$ cat src/rtl/img_stream_pkg.sv
// rtl/img_stream_pkg.sv - shared state encoding and timing constants for the image stream generator
package img_stream_pkg;

    typedef enum logic [2:0] {
        ST_IDLE   = 3'd0,
        ST_VPRE   = 3'd1,
        ST_ACTIVE = 3'd2,
        ST_VPOST  = 3'd3,
        ST_VGAP   = 3'd4
    } state_e;

    localparam logic [10:0] DEF_HDISP  = 11'd640;
    localparam logic [10:0] DEF_HBLANK = 11'd160;
    localparam logic [10:0] LINE_LEN   = DEF_HDISP + DEF_HBLANK;

    // Clocks from internal timing to img_* outputs; downstream delay matching keys off this.
    localparam int PIPE_LAT = 2;

    function automatic logic [10:0] line_len(input logic [10:0] hdisp, input logic [10:0] hblank);
        return hdisp + hblank;
    endfunction

endpackage

$ cat src/rtl/img_stream_gen_if.sv
// rtl/img_stream_gen_if.sv - frame-memory read port and vsync/href/gray pixel stream
interface img_stream_gen_if #(
    parameter int ADDR_W = 19
) ();
    logic              mem_rd_en;
    logic [ADDR_W-1:0] mem_rd_addr;
    logic [7:0]        mem_rd_data;
    logic              img_vsync;
    logic              img_href;
    logic [7:0]        img_gray;

    modport master (
        output mem_rd_en, mem_rd_addr, img_vsync, img_href, img_gray,
        input  mem_rd_data
    );

    modport slave (
        input  mem_rd_en, mem_rd_addr, img_vsync, img_href, img_gray,
        output mem_rd_data
    );
endinterface

$ cat src/rtl/img_timing_cnt.sv
// rtl/img_timing_cnt.sv - pixel/line counters with state-end flag for the stream generator
module img_timing_cnt
    import img_stream_pkg::*;
#(
    parameter logic [10:0] LINE_LEN_P = LINE_LEN
) (
    input  logic        clk,
    input  logic        rst_n,
    input  logic        run,
    input  logic [10:0] state_lines,
    output logic [10:0] hcnt,
    output logic        state_end
);

    logic [10:0] hcnt_q, hcnt_d;
    logic [10:0] vcnt_q, vcnt_d;
    logic        line_end;

    always_comb begin
        hcnt_d    = hcnt_q;
        vcnt_d    = vcnt_q;
        line_end  = (hcnt_q == LINE_LEN_P - 11'd1);
        state_end = line_end && (vcnt_q == state_lines - 11'd1);
        if (!run) begin
            hcnt_d = 11'd0;
            vcnt_d = 11'd0;
        end else if (line_end) begin
            hcnt_d = 11'd0;
            vcnt_d = state_end ? 11'd0 : vcnt_q + 11'd1;
        end else begin
            hcnt_d = hcnt_q + 11'd1;
        end
    end

    always_ff @(posedge clk or negedge rst_n) begin
        if (!rst_n) begin
            hcnt_q <= 11'd0;
            vcnt_q <= 11'd0;
        end else begin
            hcnt_q <= hcnt_d;
            vcnt_q <= vcnt_d;
        end
    end

    assign hcnt = hcnt_q;

endmodule

$ cat src/rtl/img_stream_gen.sv
// rtl/img_stream_gen.sv - frame playback source producing vsync/href/gray with programmable blanking
module img_stream_gen
    import img_stream_pkg::*;
#(
    parameter logic [10:0] IMG_HDISP = DEF_HDISP,
    parameter logic [10:0] IMG_VDISP = 11'd480,
    parameter logic [10:0] H_BLANK   = DEF_HBLANK,
    parameter logic [7:0]  V_PRE     = 8'd2,
    parameter logic [7:0]  V_POST    = 8'd2,
    parameter logic [7:0]  V_GAP     = 8'd4,
    parameter int          ADDR_W    = 19
) (
    input  logic             clk,
    input  logic             rst_n,
    input  logic             start,
    input  logic             cont,
    output logic             busy,
    output logic             frame_done,
    img_stream_gen_if.master vid
);

    localparam logic [10:0]       LLEN      = line_len(IMG_HDISP, H_BLANK);
    localparam int                NPIX      = int'(IMG_HDISP) * int'(IMG_VDISP);
    localparam logic [ADDR_W-1:0] LAST_ADDR = ADDR_W'(NPIX - 1);

    state_e              state_q, state_d;
    logic [ADDR_W-1:0]   addr_q, addr_d;
    logic [PIPE_LAT-1:0] vs_pipe_q, vs_pipe_d;
    logic [PIPE_LAT-1:0] hr_pipe_q, hr_pipe_d;
    logic [7:0]          gray_q, gray_d;
    logic                frame_done_q, frame_done_d;

    logic [10:0] hcnt;
    logic [10:0] state_lines;
    logic        state_end;
    logic        href_i;
    logic        vsync_i;
    logic        restart;

    img_timing_cnt #(
        .LINE_LEN_P (LLEN)
    ) u_timing (
        .clk         (clk),
        .rst_n       (rst_n),
        .run         (state_q != ST_IDLE),
        .state_lines (state_lines),
        .hcnt        (hcnt),
        .state_end   (state_end)
    );

    always_comb begin
        state_d     = state_q;
        restart     = 1'b0;
        state_lines = 11'd1;
        case (state_q)
            ST_IDLE: begin
                if (start) begin
                    state_d = ST_VPRE;
                    restart = 1'b1;
                end
            end
            ST_VPRE: begin
                state_lines = {3'b000, V_PRE};
                if (state_end) state_d = ST_ACTIVE;
            end
            ST_ACTIVE: begin
                state_lines = IMG_VDISP;
                if (state_end) state_d = (V_POST == 8'd0) ? ST_VGAP : ST_VPOST;
            end
            ST_VPOST: begin
                state_lines = {3'b000, V_POST};
                if (state_end) state_d = ST_VGAP;
            end
            ST_VGAP: begin
                state_lines = {3'b000, V_GAP};
                if (state_end) begin
                    state_d = cont ? ST_VPRE : ST_IDLE;
                    restart = cont;
                end
            end
            default: state_d = ST_IDLE;
        endcase
    end

    always_ff @(posedge clk or negedge rst_n) begin
        if (!rst_n) state_q <= ST_IDLE;
        else        state_q <= state_d;
    end

    assign href_i  = (state_q == ST_ACTIVE) && (hcnt < IMG_HDISP);
    assign vsync_i = (state_q == ST_VPRE) || (state_q == ST_ACTIVE) || (state_q == ST_VPOST);

    // The address saturates on the final pixel so it never leaves the frame.
    always_comb begin
        addr_d = addr_q;
        if (restart) begin
            addr_d = '0;
        end else if (href_i && (addr_q != LAST_ADDR)) begin
            addr_d = addr_q + ADDR_W'(1);
        end
    end

    always_comb begin
        vs_pipe_d    = {vs_pipe_q[PIPE_LAT-2:0], vsync_i};
        hr_pipe_d    = {hr_pipe_q[PIPE_LAT-2:0], href_i};
        gray_d       = hr_pipe_q[PIPE_LAT-2] ? vid.mem_rd_data : 8'd0;
        frame_done_d = vs_pipe_q[PIPE_LAT-1] && !vs_pipe_q[PIPE_LAT-2];
    end

    always_ff @(posedge clk or negedge rst_n) begin
        if (!rst_n) begin
            addr_q       <= '0;
            vs_pipe_q    <= '0;
            hr_pipe_q    <= '0;
            gray_q       <= 8'd0;
            frame_done_q <= 1'b0;
        end else begin
            addr_q       <= addr_d;
            vs_pipe_q    <= vs_pipe_d;
            hr_pipe_q    <= hr_pipe_d;
            gray_q       <= gray_d;
            frame_done_q <= frame_done_d;
        end
    end

    assign busy            = (state_q != ST_IDLE);
    assign frame_done      = frame_done_q;
    assign vid.mem_rd_en   = href_i;
    assign vid.mem_rd_addr = addr_q;
    assign vid.img_vsync   = vs_pipe_q[PIPE_LAT-1];
    assign vid.img_href    = hr_pipe_q[PIPE_LAT-1];
    assign vid.img_gray    = gray_q;

endmodule

$ cat src/flat_wrapper.sv
// flat-port wrapper written by rule: the top's interface ports become plain ports
module img_stream_gen_flat import img_stream_pkg::*;
#(
    parameter logic [10:0] IMG_HDISP = DEF_HDISP,
    parameter logic [10:0] IMG_VDISP = 11'd480,
    parameter logic [10:0] H_BLANK   = DEF_HBLANK,
    parameter logic [7:0]  V_PRE     = 8'd2,
    parameter logic [7:0]  V_POST    = 8'd2,
    parameter logic [7:0]  V_GAP     = 8'd4,
    parameter int          ADDR_W    = 19
)
  (clk, rst_n, start, cont, busy, frame_done, vid_mem_rd_en, vid_mem_rd_addr, vid_img_vsync, vid_img_href, vid_img_gray, vid_mem_rd_data);
  img_stream_gen_if #(.ADDR_W(ADDR_W)) vid_i ();
  input  logic clk;
  input  logic rst_n;
  input  logic start;
  input  logic cont;
  output logic busy;
  output logic frame_done;
  output wire logic [$bits(vid_i.mem_rd_en)-1:0] vid_mem_rd_en;
  output wire logic [$bits(vid_i.mem_rd_addr)-1:0] vid_mem_rd_addr;
  output wire logic [$bits(vid_i.img_vsync)-1:0] vid_img_vsync;
  output wire logic [$bits(vid_i.img_href)-1:0] vid_img_href;
  output wire logic [$bits(vid_i.img_gray)-1:0] vid_img_gray;
  input wire logic [$bits(vid_i.mem_rd_data)-1:0] vid_mem_rd_data;
  assign vid_mem_rd_en = vid_i.mem_rd_en;
  assign vid_mem_rd_addr = vid_i.mem_rd_addr;
  assign vid_img_vsync = vid_i.img_vsync;
  assign vid_img_href = vid_i.img_href;
  assign vid_img_gray = vid_i.img_gray;
  assign vid_i.mem_rd_data = vid_mem_rd_data;
  img_stream_gen #(.IMG_HDISP(IMG_HDISP), .IMG_VDISP(IMG_VDISP), .H_BLANK(H_BLANK), .V_PRE(V_PRE), .V_POST(V_POST), .V_GAP(V_GAP), .ADDR_W(ADDR_W)) u_core (.clk(clk), .rst_n(rst_n), .start(start), .cont(cont), .busy(busy), .frame_done(frame_done), .vid(vid_i));
endmodule
$ cat config.mk
export PLATFORM = sky130hd
export DESIGN_NAME = img_stream_gen_flat
export DESIGN_NICKNAME = d
export VERILOG_FILES = /design/src/rtl/img_stream_pkg.sv /design/src/rtl/img_stream_gen_if.sv /design/src/rtl/img_timing_cnt.sv /design/src/rtl/img_stream_gen.sv /design/src/flat_wrapper.sv
export SDC_FILE = /design/constraint.sdc
export NUM_CORES = 1
export LEC_CHECK = 0
export BUFFER_PORTS_ARGS = -buffer_cell sky130_fd_sc_hd__buf_4
export CAP_MARGIN = 20
export CORE_ASPECT_RATIO = 1.5
export CORE_MARGIN = 2
export CORE_UTILIZATION = 60
export DETAILED_ROUTE_END_ITERATION = 12
export PLACE_DENSITY = 0.9
export SLEW_MARGIN = 15
export SYNTH_ARGS = -nofsm -noshare
export SYNTH_HDL_FRONTEND = slang
export SYNTH_SLANG_ARGS = --single-unit
$ cat constraint.sdc
create_clock -name clk -period 6.8 [get_ports clk]
set_input_delay 1.7 -clock clk [delete_from_list [all_inputs] [get_ports clk]]
set_output_delay 1.7 -clock clk [all_outputs]
set_load 0.005 [all_outputs]
Yosys cells after proc, flatten, opt, wreduce, memory -nomap -nowiden

Cells that the tools add are included.

$add $sub $neg: 4
Magnitude comparators: 1
Equality and inequality tests: 13
Multiplexer cells: 19
Reductions and logical operators: 12

Operator list:

| kind                                                                           | count |
|---|---|
| 11-bit 2-to-1 mux                                                              | 5 |
| 19-bit 2-to-1 mux                                                              | 2 |
| 9-bit one-hot mux with 3 select lines                                          | 1 |
| 11-bit by 1-bit adder with 11-bit output, second input constant                | 2 |
| 19-bit by 1-bit adder with 19-bit output, second input constant                | 1 |
| 19-bit inequality test, second input constant                                  | 1 |
| 3-bit 2-to-1 mux                                                               | 5 |
| 3-bit one-hot mux with 5 select lines                                          | 1 |
| 11-bit by 10-bit == test with 1-bit output, second input constant              | 1 |
| 11-bit == test                                                                 | 1 |
| 11-bit by 10-bit less-than comparator with 1-bit output, second input constant | 1 |
| 11-bit by 1-bit subtractor with 11-bit output, second input constant           | 1 |
| 2-bit by 1-bit inequality test with 1-bit output, second input constant        | 5 |
| 8-bit 2-to-1 mux                                                               | 1 |
| 3-bit by 2-bit == test with 1-bit output, second input constant                | 2 |
| 5-bit AND reduction                                                            | 1 |
| 1-bit logical AND                                                              | 4 |
| 3-bit by 1-bit == test with 1-bit output, second input constant                | 1 |
| 3-bit == test, second input constant                                           | 1 |
| 3-bit logical NOT                                                              | 1 |
| 1-bit 2-to-1 mux                                                               | 3 |
| 3-bit nonzero test                                                             | 1 |
| 1-bit logical OR                                                               | 2 |
| 2-bit inequality test, second input constant                                   | 1 |
| 4 further kinds                                                                | 4 |

Flip-flop bits (word level): 57
Output and inout port bits: 32
Word-level logic and storage cells: 57

Longest topological paths before layout

Gate-level depths: netlist of the first run.

Depth after elaboration: 9
Gate-level depth with buffers: 12

Modules after synthesis

From an unflattened synthesis of the first run, not the netlist that was laid out.

Cell total of the unflattened synthesis: 347
Area total of the unflattened synthesis: 3,318.2 um^2

By module, submodules not included:

| module         | times used | cells each | area an instance (um^2) | sequential area each (um^2) |
|---|---|---|---|---|
| img_stream_gen | 1          | 169        | 1,722.9                 | 875.8 |
| img_timing_cnt | 1          | 178        | 1,595.3                 | 550.5 |

Worst setup path after synthesis of the first run

No wires, ideal clock.

Path kind: register to output
From: register u_core.state_q[1]
To: output port vid_mem_rd_en
Arrival time: 1,343 ps
Required time: 5,100 ps
Path slack: 3,757 ps
Stages on the path, launching flop included: 5
Path through: dfrtp_1 > buf_6 > or3b_1 > clkbuf_1 > nor3_1

Cells in the longest elaborated chain, start to end: 2

RTL lines:

| what                                     | RTL line             | source |
|---|---|---|
| start, declared                          | img_stream_gen.sv:26 | `state_e state_q, state_d;` |
| start signal, assigned                   | img_stream_gen.sv:87 | `else state_q <= state_d;` |
| 3-bit by 2-bit == test with 1-bit output | img_stream_gen.sv:90 | `assign href_i = (state_q == ST_ACTIVE) && (hcnt < IMG_HDISP);` |
| 1-bit logical AND                        | img_stream_gen.sv:90 |  |
| end, declared                            | flat_wrapper.sv:20   | `output wire logic [$bits(vid_i.mem_rd_en)-1:0] vid_mem_rd_en;` |

Every way passes these cells.

Worst setup path after layout of the first run

From: register u_core.state_q[2]
To: output port vid_mem_rd_en

Same word-level chain as after synthesis.

==> impl_metrics.toml, run 1 <==
[detailed_routing]
drc_errors = 0
vias = 2235
vias_per_cell = 5.49
ant_nets = 0
first_pass_iters = 4
wl_per_cell_um = 14.8
drt-initial-drc-count = 74
routed_wl_um = 6020

[final_layout]
drive_gt1_frac = 0.196
n_fill_cell = 353
area_growth_pct = 18.4
diodes = 0
fin_cells = 407
fin_nets = 353

[place]
gp_congestion = 0.801
dp_cells = 391
port_buffers = 43
hpwl_um = 4210
post-place-ws_ps = 3330

[critical_path]
crit_fanout = 12
path_class = "reg2out"
required_ps = 5100
cp_slowest_stage_delay_ps = 650
slowest_stage = "nor3_1"
path_buf_inv = 1
crit_family = "simple AND/OR/NAND/NOR gates"
worst_setup_path_start_kind = "register"
path_cells = "or3b_1 -> nor3_1 -> buf_4"
endpoint_kind = "output port"
worstPathArrival_ps = 2190

[timing]
fmax_mhz = 257
relSlewSlack = 0.499
drv_slew = 0
setup_viol = 0
layout_min_cycle_time_ps = 3890
setup_ws_ps = 2910
hold_viol = 0
timing.final.crit_share = 0.572
whs_ps = 376
rsz0062_at_grt = "no"
finClkSkew_ps = 8.24
setup-tns-final_ps = 0
worstMarginPinSlew_ps = 745

[global_routing]
overflow = 0
grt_pass1_wl_um = 9850
grt_max_degree = 58
antenna_found_initial = 0
grt_pass1_vias = 2213
grt_use_total = 0.248

[clock_network]
postCtsHoldBufs = 0
cts_resized = 0
tritoncts = "done"
numCtsBuffers = 9
cts.reportedPaths.clkPinSlew_ps = 70
h-tree-depth = 3
clockRootBuffer = "clkbuf_8"
postCtsSetupRepairBufs = 0
clkLatencyLatePin_ps = 350
clockBufferDepth = 2
clkSinkCount = 57

[floorplanning]
num_io_pins = 44
placeableCoreArea_mm2 = 0.00473
die_h_um = 89.2
start_util = 0.613
fp-row-count = 31
die_area_mm2 = 0.00542
die_x_um = 60.8

[yosys]
yosys.area.top_type = "dfrtp_1"
synth_fp_nets = 311
yosys_most_used_dff = "dfrtp_1"
synth_seq_area_share = 0.492
synthCells = 294
syn_area_mm2 = 0.00290
yosysWarnings = 0
async_flop_share = 1.00
synth_area_leaders = "dfrtp_1 (49%), nor2_1 (6.1%), xor2_1 (6.0%), xnor2_1 (3.6%), nand2_1 (3.4%)"
synth_edf_count = 0
ys_types = 46
avgSynthCellArea_um2 = 9.87
ys_ff_latch = 57
synth_top_area_share = 0.492

[pwr]
ir_drop_v = 0.000248
p_leak_uw = 0.00150
power_uw = 662
power.density_mw_per_mm2 = 193

[job]
drv_cap = 0

[outcome]
status = "complete, no violations"

[hold_path]
hold_class = "reg2reg"
==> per-stage QoR <==
step            util  instance area [um^2]
5_1_grt        0.726                  3440
3_3_place_gp   0.685                  3240
4_1_cts        0.726                  3440
3_5_place_dp   0.685                  3240
2_1_floorplan      -                  2900
6_report       0.726                  3440
==> where the power goes <==
| group | internal (uW) | leakage (uW) | switching, uW | total [uW] |
|---|---|---|---|---|
| sequential | 339 | 0.000667 | 0 | 339 |
| clock | 178 | 0.0000953 | 134 | 312 |
| combinational | 3.92 | 0.000742 | 6.80 | 10.7 |
| total | 521 | 0.00150 | 141 | 662 |
==> final timing paths <==
path                            slack (ps)                          to  cells past startpoint                start
worst min-delay path                   380         u_core.vs_pipe_q[1]                      0  u_core.vs_pipe_q[0]
worst min register to register         380         u_core.vs_pipe_q[1]                      0  u_core.vs_pipe_q[0]
min in group asynchronous             1390     u_core.u_timing.hcnt[2]                      1                rst_n
worst max-delay path                  2910               vid_mem_rd_en                      3    u_core.state_q[2]
max in group asynchronous             4940  u_core.vid.mem_rd_addr[18]                      1                rst_n
worst max register to register        3580           u_core.state_q[0]                      9    u_core.state_q[2]
==> final cells by class <==
| type | count | area [um^2] | area share |
|---|---|---|---|
| clock inverter | 5 | 55.1 | 0.0160 |
| inverter | 4 | 15.0 | 0.00437 |
| timing repair buffer | 44 | 330 | 0.0961 |
| sequential | 57 | 1430 | 0.415 |
| multi-input combinational | 220 | 1390 | 0.403 |
| clock buffer | 11 | 141 | 0.0412 |
| tap | 66 | 82.6 | 0.0240 |
==> kinds of logic (layout without fill, tap and decap cells) <==
group	after synthesis	after routing	synth area share
flops	57	57	0.492
mux	3	3	0.0103
fa+ha+maj	5	5	0.0216
compound gates	31	31	0.0880
xor+xnor	32	32	0.0966
simple gates	149	149	0.261
buf+inv	17	64	0.0310
==> placed cells by master (no fill, tap or decap), drive strengths merged, types with 2 or more instances in the layout <==
cell and count:
dfrtp 57, nor2 47, buf 44, nand2 26, xor2 20, nand3 19
xnor2 12, and3 11, clkbuf 11, and2 10, nand4 9, o21ai 7
a211o 5, ha 5, or3b 5, inv 4, a21oi 4, nand2b 4
nor4b 4, nor3 3, mux2i 3, a21o 3, and4 2, or2 2
o21bai 2, or3 2, clkinvlp 2, clkinv 2, a2111oi 2, a211oi 2
==> sequential cells by signal, summed over array words and instances (netlist names) <==
register / count
u_core.frame_done: 1
u_core.hr_pipe_q: 2
u_core.state_q: 3
u_core.u_timing.hcnt: 11
u_core.u_timing.vcnt_q: 11
u_core.vid.img_gray: 8
u_core.vid.mem_rd_addr: 19
u_core.vs_pipe_q: 2
==> metal layers <==
metal | global-route usage | up-vias | wire (um)
met3 | 0.0738 | 20 | 239
met2 | 0.418 | 56 | 3230
met4 | 0.125 | 0 | 198
met5 | 0 | - | 0
met1 | 0.278 | 1061 | 2350
li1 | - | 1098 | -
==> synth_stat cells (2+ instances only) <==
library cell  count
and4_1            2
o21ai_0           7
or3b_1            2
nand3_1          19
and2_1            9
o21bai_1          2
buf_6             2
xor2_1           20
clkbuf_1          5
nand2b_1          4
dfrtp_1          57
or2_2             2
ha_1              5
nand2_1          26
or3b_2            3
nor2_1           47
nor4b_1           4
buf_2             3
a21oi_1           4
inv_1             4
a21o_1            3
nand4_1           9
xnor2_1          12
or3_1             2
nor3_1            3
a211o_1           5
and3_1           11
buf_4             2
mux2i_1           3
(Power assumes the default switching activity.)
==> inputs of run 2 (changes only) <==
CORE_UTILIZATION = 56   (was 60)
PLACE_DENSITY = 0.86   (was 0.9)
clock period = 3.7 ns   (was 6.8 ns; I/O delays follow)
==> run 2 against run 1 <==
  * Worst setup slack worse by 2400 ps
  * Critical path depth up 5
  * Power up 93%
  * Non-clock buffer count up 1
  * Combinational power up 83%
  * Sequential power up 84%
  * Die area up 6.7%
  * Largest power group is now the clock network
  * Count of clock-buffer cells in the layout down 2
  * Clock skew up 5.6 ps
  * Highest routed layer unchanged
==> impl_metrics.toml, run 2 (synthesized netlist as in run 1, its figures left out) <==
[pwr]
p_clk_frac = 0.496
power.density_mw_per_mm2 = 368
sw_frac_of_total = 0.209
seq_power_share = 0.489
p_int_uw = 1010
p_leak_uw = 0.00152
power_uw = 1280
switching_power_uw = 267
combinationalPowerShare = 0.015
ir_drop_v = 0.000272

[clock_network]
clockRootBuffer = "clkbuf_8"
numCtsBuffers = 9
h-tree-depth = 3
postCtsHoldBufs = 0
clkSinkCount = 57
postCtsSetupRepairBufs = 0
clockBufferDepth = 2
cts.reportedPaths.clkPinSlew_ps = 70
cts_resized = 0
clkLatencyLatePin_ps = 340
tritoncts = "done"

[detailed_routing]
vias_per_cell = 5.51
first_pass_iters = 6
wl_per_cell_um = 14.1
met1_length_um = 2300
wl_met3_um = 215
vias = 2259
top_layer = "met4"
ant_nets = 0
drt-initial-drc-count = 103
wl_met2_um = 3060
routed_wl_um = 5780
drc_errors = 0

[timing]
rsz0062_at_grt = "no"
setup-tns-final_ps = 0
setup_viol = 0
hold_viol = 0
timing.final.crit_share = 0.857
fmax_mhz = 315
finClkSkew_ps = 13.9
drv_slew = 0
whs_ps = 382
relSlewSlack = 0.541
layout_min_cycle_time_ps = 3170
worstMarginPinSlew_ps = 689

[job]
drv_cap = 0

[critical_path]
r2r_setup_slack_ps = 530
crit_fanout = 12
r2r_cells = 8
r2r_end = "u_core.u_timing.vcnt_q[2]"
endpoint_kind = "register"
endpoint = "u_core.u_timing.vcnt_q[2]"
crit_start = "u_core.state_q[2]"
path_class = "reg2reg"
worstPathArrival_ps = 3390
required_ps = 3920
r2r_start = "u_core.state_q[2]"
worst_setup_path_start_kind = "register"

[global_routing]
antenna_found_initial = 0
grt_pass1_vias = 2248
grt_pass1_wl_um = 10100
grt_max_degree = 58
grt_use_total = 0.224
overflow = 0

[place]
gp_congestion = 0.851
hpwl_um = 4090
dp_cells = 394
port_buffers = 43

[final_layout]
final_cell_mix = "dfrtp_1 (57), nor2_1 (47), buf_4 (45), nand2_1 (26), xor2_1 (20)"
fin_nets = 354
largest_reg_flops = 19
layout_commonest_cell = "dfrtp_1"
drive_gt1_frac = 0.202
fin_cells = 410
area_growth_pct = 19.5
diodes = 0

[floorplanning]
placeableCoreArea_mm2 = 0.00508
start_util = 0.571
die_x_um = 62.8
die_area_mm2 = 0.00578
die_h_um = 92.2
fp-row-count = 32
num_io_pins = 44

[hold_path]
hold_class = "reg2reg"
whs_path_depth = 0

[outcome]
status = "complete, no violations"
[run 2: cell count changes in the layout (fill, tap and decap cells not counted), sizes merged]
cell,before,now
bufinv,1,2
buf,44,45
clkinv,2,4
clkbuf,11,9
clkinvlp,2,1
[run 2: worst max-delay path, stage by stage, from the launching register on]
cell	delay, ps
dfrtp_1	510
or3b_1	460
ha_1	340
xnor2_1	120
a2111oi_0	380
nand4_1	260
a211oi_2	590
nor4b_1	120
a211o_1	280
[run 2: through the flow]
| step | utilization | cell area, um^2 | setup WS (ps) |
|---|---|---|---|
| 2_1_floorplan | - | 2900 | 765 |
| 3_3_place_gp | 0.639 | 3250 | 643 |
| 3_5_place_dp | 0.639 | 3250 | 516 |
| 4_1_cts | 0.682 | 3470 | 512 |
| 5_1_grt | 0.682 | 3470 | 248 |
| 6_report | 0.682 | 3470 | 529 |
[run 2: power groups by stage]
stage	clock network (uW)	logic (uW)	registers, uW
2_1_floorplan	0	0.0345	635
3_3_place_gp	0	20.7	635
3_5_place_dp	0	20.9	635
4_1_cts	647	21.0	623
5_1_grt	674	22.8	623
6_report	633	19.6	623
[run 2: area by class of cell]
type / instances / area, um^2
Sequential cell: 57 / 1430
Inverter: 4 / 15.0
Tap cell: 68 / 85.1
Multi-Input combinational cell: 220 / 1390
Timing Repair Buffer: 45 / 338
Fill cell: 400 / 1620
Clock inverter: 7 / 95.1
Clock buffer: 9 / 124
[run 2: how the worst min path moves through the flow]
stage | end | startpoint | slack (ps)
finish | u_core.vs_pipe_q[1] | u_core.vs_pipe_q[0] | 380
global route | u_core.vs_pipe_q[1] | u_core.vs_pipe_q[0] | 410
global placement | u_core.vs_pipe_q[1] | u_core.vs_pipe_q[0] | 360
detailed placement | u_core.vs_pipe_q[1] | u_core.vs_pipe_q[0] | 370
floorplan | u_core.vs_pipe_q[1] | u_core.vs_pipe_q[0] | 350
CTS | u_core.vs_pipe_q[1] | u_core.vs_pipe_q[0] | 380
[run 2: layer usage]
layer	vias up	global-route usage
met4	0	0.141
met1	1093	0.253
li1	1097	-
met5	-	0
met2	52	0.383
met3	17	0.0466
==> inputs of run 3 (changes only) <==
ABC_AREA = 1   (was not set)
CORE_UTILIZATION = 58   (was 56)
PLACE_DENSITY = 0.87   (was 0.86)
==> run 3 against run 2 <==
  * Final cell count up 41%
  * Count of clock-buffer cells in the layout unchanged
  * Die area up 12%
  * Sequential share of layout area down 5.2 points
  * Sequential power rose by 32%
  * Cell area rose by 15%
  * Synthesized area grew 17%
  * Flip-flop and latch count stayed put
  * Non-clock buffer count is 2 lower
  * Wire length grew 48%
  * Synthesized cell count rose by 54%
==> impl_metrics.toml, run 3 <==
[critical_path]
slowest_stage = "dfrtp_1"
worstPathArrival_ps = 2740
endpoint_kind = "register"
cp_slowest_stage_delay_ps = 470
path_class = "reg2reg"
worst_setup_path_start_kind = "register"
r2r_setup_slack_ps = 1170
crit_fanout = 17
required_ps = 3910
r2r_end = "u_core.vid.mem_rd_addr[2]"
path_cells = "nor2_2 -> nand2_4 -> nand2_4 -> ha_1 -> nand2_1 -> nand2_1 -> nor2_1 -> nand3_1 -> nor2_2 -> nand4_4 -> nand2_2 -> nor3_1"
r2r_cells = 12
r2r_start = "u_core.state_q[1]"

[hold_path]
hold_start = "u_core.vs_pipe_q[0]"
hold_path_end = "u_core.vs_pipe_q[1]"
whs_path_depth = 0
hold_class = "reg2reg"

[global_routing]
grt_max_degree = 58
overflow = 0
antenna_found_initial = 0
grt_use_total = 0.290
grt_pass1_wl_um = 14500
grt_pass1_vias = 3110

[timing]
whs_ps = 388
hold_viol = 0
drv_slew = 0
finClkSkew_ps = 11.0
setup_viol = 0
timing.final.crit_share = 0.683
fmax_mhz = 396
worstMarginPinSlew_ps = 714
rsz0062_at_grt = "no"
layout_min_cycle_time_ps = 2530
relSlewSlack = 0.524
setup-tns-final_ps = 0

[clock_network]
clkSinkCount = 57
numCtsBuffers = 9
tritoncts = "done"
clkLatencyLatePin_ps = 350
postCtsHoldBufs = 0
cts_resized = 0
cts.reportedPaths.clkPinSlew_ps = 80
clockRootBuffer = "clkbuf_8"
h-tree-depth = 3
postCtsSetupRepairBufs = 0
clockBufferDepth = 2

[yosys]
avgSynthCellArea_um2 = 7.49
ys_top_cells_by_count = "nand2_1 (110), nor2_1 (61), inv_1 (58)"
syn_area_mm2 = 0.00340
synth.most_common_cell = "nand2_1"
synth_edf_count = 0
yosysWarnings = 0
synth_fp_nets = 471
synth_area_leaders = "dfrtp_1 (42%), nand2_1 (12%), nor2_1 (6.7%), inv_1 (6.4%), nand3_1 (5.3%)"
synth_seq_area_share = 0.420
ys_types = 35
yosys.area.top_type = "dfrtp_1"
async_flop_share = 1.00
yosys_most_used_dff = "dfrtp_1"
ys_ff_latch = 57
synthCells = 454
synth_top_area_share = 0.420

[final_layout]
drive_gt1_frac = 0.170
largest_reg_flops = 19
multiInputGateArea_mm2 = 0.00167
n_fill_cell = 450
final_cell_mix = "nand2_1 (110), nor2_1 (61), inv_1 (58), dfrtp_1 (57), buf_4 (43)"
seq_area_mm2 = 0.00143
area_growth_pct = 16.9
diodes = 0
layout_commonest_cell = "nand2_1"
fin_nets = 517

[detailed_routing]
wl_per_cell_um = 14.8
first_pass_iters = 6
vias_per_cell = 5.75
routed_wl_um = 8570
vias = 3317
drt-initial-drc-count = 606
ant_nets = 0
drc_errors = 0

[job]
drv_cap = 0

[floorplanning]
die_area_mm2 = 0.00650
die_x_um = 66.5
die_h_um = 97.7
fp-row-count = 34
num_io_pins = 44
placeableCoreArea_mm2 = 0.00574
start_util = 0.592

[place]
port_buffers = 43
gp_congestion = 0.971
hpwl_um = 6020

[pwr]
p_leak_uw = 0.00202
power.density_mw_per_mm2 = 609
ir_drop_v = 0.000493

[outcome]
status = "complete, no violations"
-- run 3: layer usage --
metal,global-route usage,part of all wire,vias up
li1,-,-,1566
met1,0.353,0.38,1513
met2,0.476,0.51,194
met3,0.0634,0.069,44
met4,0.141,0.045,0
met5,0,0,-
-- run 3: cell type report --
cell class	instances	area share
multi-input combinational	327	0.421
timing repair buffer	43	0.0813
clock buffer	9	0.0312
sequential	57	0.359
clock inverter	7	0.0258
tap	72	0.0227
inverter	62	0.0586
-- run 3: cell families after synthesis --
kind of cell / count (synthesis) / synth area share
AOI/OAI and AO/OA: 28 / 0.0471
xor gates and xnor gates: 17 / 0.0438
adders and majority gates: 5 / 0.0184
buffers and inverters: 70 / 0.0876
DFF: 57 / 0.420
and+or+nand+nor: 277 / 0.383
-- run 3: how the worst max path moves through the flow --
stage,startpoint,to,slack [ps],cells after the start
global route,u_core.state_q[2],u_core.vid.mem_rd_addr[2],940,13
CTS,u_core.state_q[1],u_core.vid.mem_rd_addr[2],1220,12
finish,u_core.state_q[1],u_core.vid.mem_rd_addr[2],1170,12
global placement,u_core.state_q[1],u_core.vid.mem_rd_addr[2],1410,13
detailed placement,u_core.state_q[1],u_core.vid.mem_rd_addr[2],1240,12
floorplan,u_core.state_q[2],u_core.vid.mem_rd_addr[13],1600,12
-- run 3: critical path, delay by kind of cell (launching register included) --
| family | cells | cell delay, ps |
|---|---|---|
| adder cells (fa/ha/maj) | 1 | 240 |
| flip-flops | 1 | 470 |
| AND/OR/NAND/NOR | 11 | 1670 |
-- run 3: power breakdown --
group / switching, uW / leakage [uW] / internal, uW / total (uW)
combinational: 615 / 0.00113 / 315 / 930
sequential: 103 / 0.000775 / 719 / 822
clock: 283 / 0.000110 / 384 / 667
-- run 3: metrics by stage --
step	utilization	setup slack [ps]	cell area, um^2	cells	power [uW]
2_1_floorplan	-	1600	3400	454	1470
3_3_place_gp	0.652	1410	3750	561	1690
3_5_place_dp	0.652	1240	3750	561	1730
4_1_cts	0.692	1220	3970	577	2400
5_1_grt	0.692	938	3970	577	2580
6_report	0.692	1170	3970	577	2420
